File: src/rtl/uart_pkg.sv
// uart_pkg: shared definitions for the word-level UART transmitter.
//   - State codes (IDLE/START/DATA/STOP/PARITY) as localparams plus the enum built on them.
//   - DATA_BITS: data bits per UART frame.
//   - calc_div / calc_cnt_w: bit period in clocks and the baud counter width.
//   - even_parity: XOR of a data byte. It is used only when UART_WORD_TX_PARITY_EN is defined.
package uart_pkg;

    localparam logic [2:0] ST_IDLE   = 3'd0;
    localparam logic [2:0] ST_START  = 3'd1;
    localparam logic [2:0] ST_DATA   = 3'd2;
    localparam logic [2:0] ST_STOP   = 3'd3;
    localparam logic [2:0] ST_PARITY = 3'd4;

    typedef enum logic [2:0] {
        IDLE   = ST_IDLE,
        START  = ST_START,
        DATA   = ST_DATA,
        STOP   = ST_STOP,
        PARITY = ST_PARITY
    } state_t;

    localparam int DATA_BITS = 8;

    // Bit period in clocks. The result is truncated and never drops below one clock.
    function automatic int calc_div(input int clk_hz, input int baud);
        int d;
        d = (baud > 0) ? (clk_hz / baud) : 1;
        return (d < 1) ? 1 : d;
    endfunction

    // Baud counter width, kept at least 1 bit so that DIV=1 still yields a legal vector.
    function automatic int calc_cnt_w(input int div);
        return (div > 1) ? $clog2(div) : 1;
    endfunction

    // Even parity: the bit that makes the total count of ones (data + parity) even.
    function automatic logic even_parity(input logic [7:0] data_byte);
        return ^data_byte;
    endfunction

endpackage

File: src/rtl/uart_baud_gen.sv
// uart_baud_gen: bit-period timer for the transmitter.
//   The counter runs 0..DIV-1 and wraps. clr restarts it at 0, so the first bit of a word
//   starts exactly on the acceptance edge.
// Ports:
//   clk      in   system clock
//   rst_n    in   asynchronous active-low reset
//   clr      in   synchronous restart of the count
//   bit_tick out  high during the last clock of each bit period (count == DIV-1)
module uart_baud_gen
    import uart_pkg::*;
#(
    parameter int DIV   = 10,
    parameter int CNT_W = 4
) (
    input  logic clk,
    input  logic rst_n,
    input  logic clr,
    output logic bit_tick
);

    localparam logic [CNT_W-1:0] TERM = CNT_W'(DIV - 1);
    localparam logic [CNT_W-1:0] ONE  = CNT_W'(1);

    logic [CNT_W-1:0] cnt_r;

    // The terminal count is decoded directly from the counter register.
    assign bit_tick = (cnt_r == TERM);

    // Bit-period counter: clear on request, wrap at the terminal count, otherwise increment.
    always_ff @(posedge clk or negedge rst_n) begin
        if (!rst_n) begin
            cnt_r <= '0;
        end else if (clr) begin
            cnt_r <= '0;
        end else if (bit_tick) begin
            cnt_r <= '0;
        end else begin
            cnt_r <= cnt_r + ONE;
        end
    end

endmodule

File: src/rtl/uart_word_tx.sv
// uart_word_tx: accepts a word through a valid/ready handshake and sends it as consecutive
// UART frames, byte 0 first. Each frame is 8N1.
// Optional macro UART_WORD_TX_PARITY_EN: when defined, an even-parity bit is inserted after
//   data bit 7, giving 11-bit frames.
// Ports:
//   clk_100MHz  in   system clock (rising edge)
//   reset       in   asynchronous active-low reset
//   wr_data     in   word to send; it is latched on acceptance
//   wr_valid    in   producer offers wr_data
//   wr_ready    out  high only in IDLE
//   tx          out  serial line, idle high, registered
//   busy        out  high from acceptance until the return to IDLE
//   done_tick   out  one-cycle pulse after the final stop bit
module uart_word_tx
    import uart_pkg::*;
#(
    parameter int CLK_HZ     = 100000000,
    parameter int BAUD       = 9600,
    parameter int WORD_BYTES = 8
) (
    input  logic                      clk_100MHz,
    input  logic                      reset,
    input  logic [8*WORD_BYTES-1:0]   wr_data,
    input  logic                      wr_valid,
    output logic                      wr_ready,
    output logic                      tx,
    output logic                      busy,
    output logic                      done_tick
);

    localparam int DIV   = calc_div(CLK_HZ, BAUD);
    localparam int CNT_W = calc_cnt_w(DIV);
    localparam int W     = 8 * WORD_BYTES;
    localparam logic [2:0] LAST_BYTE = 3'(WORD_BYTES - 1);
    localparam logic [2:0] LAST_BIT  = 3'(DATA_BITS - 1);

    state_t         state_r;
    logic [W-1:0]   shreg_r;
    logic [2:0]     byte_cnt_r;
    logic [2:0]     bit_cnt_r;
    logic           tx_r;
    logic           wr_ready_r;
    logic           busy_r;
    logic           done_r;

    logic           accept_s;
    logic           bit_tick_s;
    logic [7:0]     cur_byte_s;
    logic           next_bit_s;

    // The byte in flight always sits in the low byte of the shift register. Later bytes
    // move down only between frames.
    assign cur_byte_s = shreg_r[7:0];
    assign next_bit_s = cur_byte_s[bit_cnt_r + 3'd1];
    assign accept_s   = wr_valid && wr_ready_r && (state_r == IDLE);

    assign wr_ready  = wr_ready_r;
    assign tx        = tx_r;
    assign busy      = busy_r;
    assign done_tick = done_r;

    // The timer restarts on acceptance. Frames within a word follow back to back on the free-running period.
    uart_baud_gen #(
        .DIV   (DIV),
        .CNT_W (CNT_W)
    ) u_baud (
        .clk      (clk_100MHz),
        .rst_n    (reset),
        .clr      (accept_s),
        .bit_tick (bit_tick_s)
    );

    // Transmit FSM. Every output is registered, so tx changes on the same edge as the state.
    always_ff @(posedge clk_100MHz or negedge reset) begin
        if (!reset) begin
            state_r    <= IDLE;
            shreg_r    <= '0;
            byte_cnt_r <= 3'd0;
            bit_cnt_r  <= 3'd0;
            tx_r       <= 1'b1;
            wr_ready_r <= 1'b1;
            busy_r     <= 1'b0;
            done_r     <= 1'b0;
        end else begin
            done_r <= 1'b0;
            case (state_r)
                IDLE: begin
                    tx_r <= 1'b1;
                    if (accept_s) begin
                        shreg_r    <= wr_data;
                        byte_cnt_r <= 3'd0;
                        bit_cnt_r  <= 3'd0;
                        tx_r       <= 1'b0;
                        busy_r     <= 1'b1;
                        wr_ready_r <= 1'b0;
                        state_r    <= START;
                    end
                end
                START: begin
                    if (bit_tick_s) begin
                        bit_cnt_r <= 3'd0;
                        tx_r      <= cur_byte_s[0];
                        state_r   <= DATA;
                    end
                end
                DATA: begin
                    if (bit_tick_s) begin
                        if (bit_cnt_r == LAST_BIT) begin
`ifdef UART_WORD_TX_PARITY_EN
                            tx_r    <= even_parity(cur_byte_s);
                            state_r <= PARITY;
`else
                            tx_r    <= 1'b1;
                            state_r <= STOP;
`endif
                        end else begin
                            bit_cnt_r <= bit_cnt_r + 3'd1;
                            tx_r      <= next_bit_s;
                        end
                    end
                end
`ifdef UART_WORD_TX_PARITY_EN
                PARITY: begin
                    if (bit_tick_s) begin
                        tx_r    <= 1'b1;
                        state_r <= STOP;
                    end
                end
`endif
                STOP: begin
                    if (bit_tick_s) begin
                        if (byte_cnt_r != LAST_BYTE) begin
                            // The next frame's start bit begins on this same edge, with no gap.
                            byte_cnt_r <= byte_cnt_r + 3'd1;
                            shreg_r    <= {8'h00, shreg_r[W-1:8]};
                            tx_r       <= 1'b0;
                            state_r    <= START;
                        end else begin
                            tx_r       <= 1'b1;
                            done_r     <= 1'b1;
                            busy_r     <= 1'b0;
                            wr_ready_r <= 1'b1;
                            state_r    <= IDLE;
                        end
                    end
                end
                default: begin
                    tx_r       <= 1'b1;
                    busy_r     <= 1'b0;
                    wr_ready_r <= 1'b1;
                    state_r    <= IDLE;
                end
            endcase
        end
    end

endmodule
File: config.mk
export PLATFORM = sky130hd
export DESIGN_NAME = uart_word_tx
export DESIGN_NICKNAME = d
export VERILOG_FILES = /design/src/rtl/uart_pkg.sv /design/src/rtl/uart_baud_gen.sv /design/src/rtl/uart_word_tx.sv
export SDC_FILE = /design/constraint.sdc
export NUM_CORES = 1
export LEC_CHECK = 0
export CAP_MARGIN = 15
export CELL_PAD_IN_SITES_DETAIL_PLACEMENT = 1
export CELL_PAD_IN_SITES_GLOBAL_PLACEMENT = 2
export CORE_AREA = 2 2 128 130
export DETAILED_ROUTE_END_ITERATION = 8
export DIE_AREA = 0 0 130 132
export HOLD_SLACK_MARGIN = 0.08
export PLACE_DENSITY = 0.74
export SLEW_MARGIN = 20
export SYNTH_ARGS = -nofsm -noshare
export SYNTH_HDL_FRONTEND = slang
export SYNTH_SLANG_ARGS = --single-unit
File: constraint.sdc
create_clock -name clk_100MHz -period 3.4 [get_ports clk_100MHz]
set_clock_uncertainty 0.15 [all_clocks]
set_input_delay 1.02 -clock clk_100MHz [delete_from_list [all_inputs] [get_ports clk_100MHz]]
set_output_delay 1.02 -clock clk_100MHz [all_outputs]
set_load 0.02 [all_outputs]
# Word level (Yosys, flattened, before mapping)
# Index checks and enable logic that the tools add are counted.
# totals
register_bits	91
latch_bits	0
ram_bits	0
romBits	0
output_inout_bits	4
word_cells	79
memories	0
# classes
add_sub_neg	3
multipliers	0
div_mod_pow	0
order_cmp	1
n_eq_ne	14
shifts	0
mux	40
bitwise_logic	1
reduce_logical	11
# op_table
operator	n
$mux W64	3
$pmux W64 S2	1
$mux W3	11
$mux W14	2
$mux W1	16
$ne A2 B2 Y1 const B	8
$add A14 B1 Y14 const B	1
$eq A14 B14 Y1 const B	1
$pmux W3 S4	1
$reduce_and A5 Y1	2
$pmux W3 S3	1
$reduce_and A4 Y1	2
$add A3 B1 Y3 const B	2
$eq A3 B2 Y1 const B	2
$pmux W1 S3	2
$pmux W3 S2	1
$lt A3 B4 Y1 const B	1
$pmux W1 S4	1
$bmux W1 S3	1
$eq A3 B1 Y1 const B	1
$eq A3 B3 Y1 const B	1
$logic_not A3 Y1	1
$ne A3 B3 Y1 const B	1
$reduce_and A3 Y1	1
other kinds (5)	6

# Logic depth before layout (Yosys ltp)
# depth
word_depth	6
mapped_depth	10

# Modules after synthesis
# From an unflattened synthesis, not the netlist that was laid out.
# unflattened
hier_cells	414
hier_area_um2	4337.9
# by_module_without_submodules
module	n_inst	cells_per_inst	area_per_inst_um2	seq_area_each_um2
uart_word_tx	1	346	3652.3	1904.3
uart_baud_gen	1	68	685.7	350.3

# Worst setup path after synthesis
# Ideal clock, no wire load.
# synth_path
path_kind	in2reg
startpoint	input wr_valid
endpoint	register shreg_r[43]
setup_time_ns	0.133
arrival_ns	2.008
path_slack_ns	1.109
cell_stages	7
path_cell_list	and3_1 -> or2_1 -> buf_4 -> nand3_2 -> buf_6 -> buf_6 -> o211ai_2
# synth_between
elab_chain_len	4
# synth_lines
item	line	source
from (decl)	uart_word_tx.sv:24	input logic wr_valid,
$logic_and A1 B1 Y1 (2 in a row)	uart_word_tx.sv:55	assign accept_s = wr_valid && wr_ready_r && (state_r == IDLE);
$ne A2 B2 Y1 (no source line)	-	
$reduce_and A4 Y1 (no source line)	-	
to (signal assigned)	uart_word_tx.sv:90	shreg_r <= wr_data;
to (signal assigned)	uart_word_tx.sv:135	shreg_r <= {8'h00, shreg_r[W-1:8]};
to (decl)	uart_word_tx.sv:38	logic [W-1:0] shreg_r;
# No other way between the ends.
# A chain may end at the register's enable or synchronous reset.

# Worst setup path in the final report
# layout_path
startpoint	input wr_valid
endpoint	register shreg_r[24]
# The elaborated chain is that of the path after synthesis.

==> metrics.md <==
| Metric | Value |
|---|---|
| CP Max Fanout | 29 |
| Via density | 5.45 |
| Crit path time final | 2.76 ns |
| Share of layout cells above drive strength 1 | 0.101 |
| Area growth, synth to finish | 23.6% |
| First-pass GRT wire length | 24,100 microns |
| Area share of xor/xnor cells in the synthesized design | 0.0190 |
| Mux cell area share after synthesis | 0.0552 |
| Ant. Diodes | 0 |
| Detail Route Antenna Nets | 0 |
| Final Cycle Share | 0.813 |
| Core Area | 0.0157 sq mm |
| Sw Pwr | 0.460 mW |
| Routed WL | 14,600 microns |
| Initial antenna violation count | 0 |
| Worst slew margin | 0.548 |
| Critical path type | in2reg |
| Skew-Pair Late Insertion Delay | 0.35 ns |
| Crit end category | flip-flop |
| WP data arrival | 2.87 ns |
| Synthesized Nets | 574 |
| Setup bufs post-CTS | 0 |
| Ys async rst share | 1.00 |
| Slew Limit Fails | 0 |
| Net Sw Frac | 0.203 |
| TritonCTS clock tree | built |
| Main combinational cell family by area after synthesis | compound AO/OA/AOI/OAI gates |
| Synth warn | 0 |
| HPWL Detailed | 9880 microns |
| Most used DFF post-synth | dfrtp_1 |
| Hold Violations, Final | 0 |
| GP Congestion | 0.753 |
| CTS sink count | 90 |
| Port Buffers | 70 |
| Worst Setup Start Kind | input pin |
| Vias | 4,200 |
| Critical path required time | 3.51 ns |
| Hold_buf cts | 0 |
| Synthesized netlist cell count | 498 |
| Seq/Total Area, Yosys | 0.444 |
| Worst VDD drop | 0.000230 V |
| Clock root cell | clkbuf_16 |
| Leak pwr | 2.44 nW |
| H-Tree Depth | 3 |
| Cell variety after synth | 56 |
| DRT iter0 DRCs | 241 |
| Simple-Gate Fraction of Synth Area | 0.118 |
| Drc violations | 0 |
| EDFF count, synth | 0 |
| Endpoints failing setup | 0 |
| Clk buf depth | 2 |
| Share of total power in the clock network | 0.478 |
| HP Class | reg2reg |
| Global route overflow | 0 |
| Sequential cell fraction of total power | 0.472 |
| Final nets | 626 |
| Largest net degree at the start of global routing | 47 |
| Initial Util | 0.323 |
| I/O pin count | 71 |
| GRT Util Overall | 0.178 |
| Number of global-route vias before repair | 4,484 |
| Comb pwr share | 0.049 |
| Die ar. | 0.0172 sq mm |
| Synth Area in Compound Gates | 0.288 |
| Fmax | 362 MHz |
| Max cap viols | 0 |
| Drt wl/cell | 18.9 microns |
| Num rows | 46 |
| Outcome | finished, final reports clean |
| PwrDens | 361 mW/mm^2 |
| RSZ-0062 raised after global routing | no |
| Mean Syn Cell Area | 10.2 sq um |
| Die width | 130 microns |
| Synthesized cell area | 0.00508 sq mm |
| PostCTS Resize Cnt | 0 |
| CTS Buf Count | 9 |
| DRT Pass-1 Iters | 5 |
| CTS clk-pin slew, worst paths | 0.06 ns |
| Adder-cell share of the synthesized area | 0.0222 |
| Synth Register Bits | 90 |
| Final Non-Filler Cells | 771 |
| Slew @ Worst Pin | 0.678 ns |
| Die Ht | 132 microns |
| Placed cells | 755 |
| Pint | 1.81 mW |
| Post-route setup TNS | 0 ns |
sequential cells by signal (all words and copies together) (netlist names):
register and flops:
done_tick 1, byte_cnt_r 3, state_r 2, busy 1
wr_ready 1, u_baud.cnt_r 14, tx 1, shreg_r 64
bit_cnt_r 3
synth_stat cells (all sizes together) (17+ instances only):
cell    count  area (sq um)
a21o       23           173
a21oi      19          95.1
a22oi      39           293
buf        21           153
clkbuf     23          86.3
dfrtp      88          2200
mux2i      19           190
nand2      54           203
nor2       17          63.8
o211ai     60           500
o21bai     17           128
o22ai      17           106
power by group through the flow:
stage	Combinational [mW]	Sequential (mW)	Clock, mW
5_1_grt	0.120	1.07	1.17
3_3_place_gp	0.115	1.09	0
3_5_place_dp	0.114	1.09	0
6_report	0.111	1.07	1.08
4_1_cts	0.114	1.07	1.12
2_1_floorplan	0.00194	1.09	0
through the flow:
step | instance area [sq um] | worst slack (ns) | utilization | power [mW] | hold slack [ns]
global route | 6270 | 0.551 | 0.399 | 2.36 | 0.370
floorplan | 5080 | 1.11 | - | 1.09 | 0.298
finish | 6270 | 0.635 | 0.399 | 2.27 | 0.343
global placement | 5960 | 0.348 | 0.379 | 1.21 | 0.319
CTS | 6270 | 0.680 | 0.399 | 2.31 | 0.344
detailed placement | 5960 | 0.313 | 0.379 | 1.20 | 0.336
kinds of logic after synthesis:
family	count (synthesis)
XOR/XNOR	11
AO/OA/AOI/OAI	194
multiplexers	25
buffers and inverters	53
adder cells (fa/ha/maj)	9
AND/OR/NAND/NOR	116
flip-flops	90
worst max-delay path, stage by stage:
cell and delay [ns]:
clkdlybuf4s50_1 0.48, and3_1 0.28, nor2_2 0.57, buf_12 0.27, a22oi_1 0.11, o211ai_1 0.13
cell usage in the layout (no fill, tap or decap), types with 9 or more instances in the layout:
master	instances
buf_4	13
a21oi_1	19
dfrtp_1	88
clkbuf_16	9
mux2i_1	19
o211ai_1	50
clkdlybuf4s50_1	69
nand2_1	54
o21bai_1	17
xor2_1	10
a22oi_1	39
a21o_1	23
o211ai_2	10
o22ai_1	17
nor2_1	16
area by class of cell:
| class | instances | area, sq um |
|---|---|---|
| timing repair buffer | 85 | 848 |
| multi-input combinational | 355 | 2550 |
| clock buffer | 14 | 254 |
| clock inverter | 2 | 60.1 |
| fill | 1748 | 9440 |
| inverter | 9 | 33.8 |
| sequential | 90 | 2250 |
| tap | 216 | 270 |
worst paths after layout:
path / start / end / slack (ns) / depth (start not counted)
setup / recovery: wr_valid / shreg_r[24] / 0.64 / 6
hold / removal: u_baud.cnt_r[0] / u_baud.cnt_r[0] / 0.34 / 1
setup reg to reg: byte_cnt_r[0] / shreg_r[24] / 0.84 / 8
hold reg to reg: u_baud.cnt_r[0] / u_baud.cnt_r[0] / 0.34 / 1
max in group asynchronous: reset / wr_ready / 1.82 / 2
min in group asynchronous: reset / shreg_r[1] / 0.54 / 1
routing by layer:
metal	share of wire	GRT usage	vias up	routed length (microns)
met1	0.48	0.244	2132	7010
met2	0.48	0.288	69	6960
met4	0.0095	0.0341	0	138
met5	0	0	-	0
met3	0.031	0.0426	11	451
li1	-	-	1988	-
No activity file was read; power rests on OpenSTA's default activity.
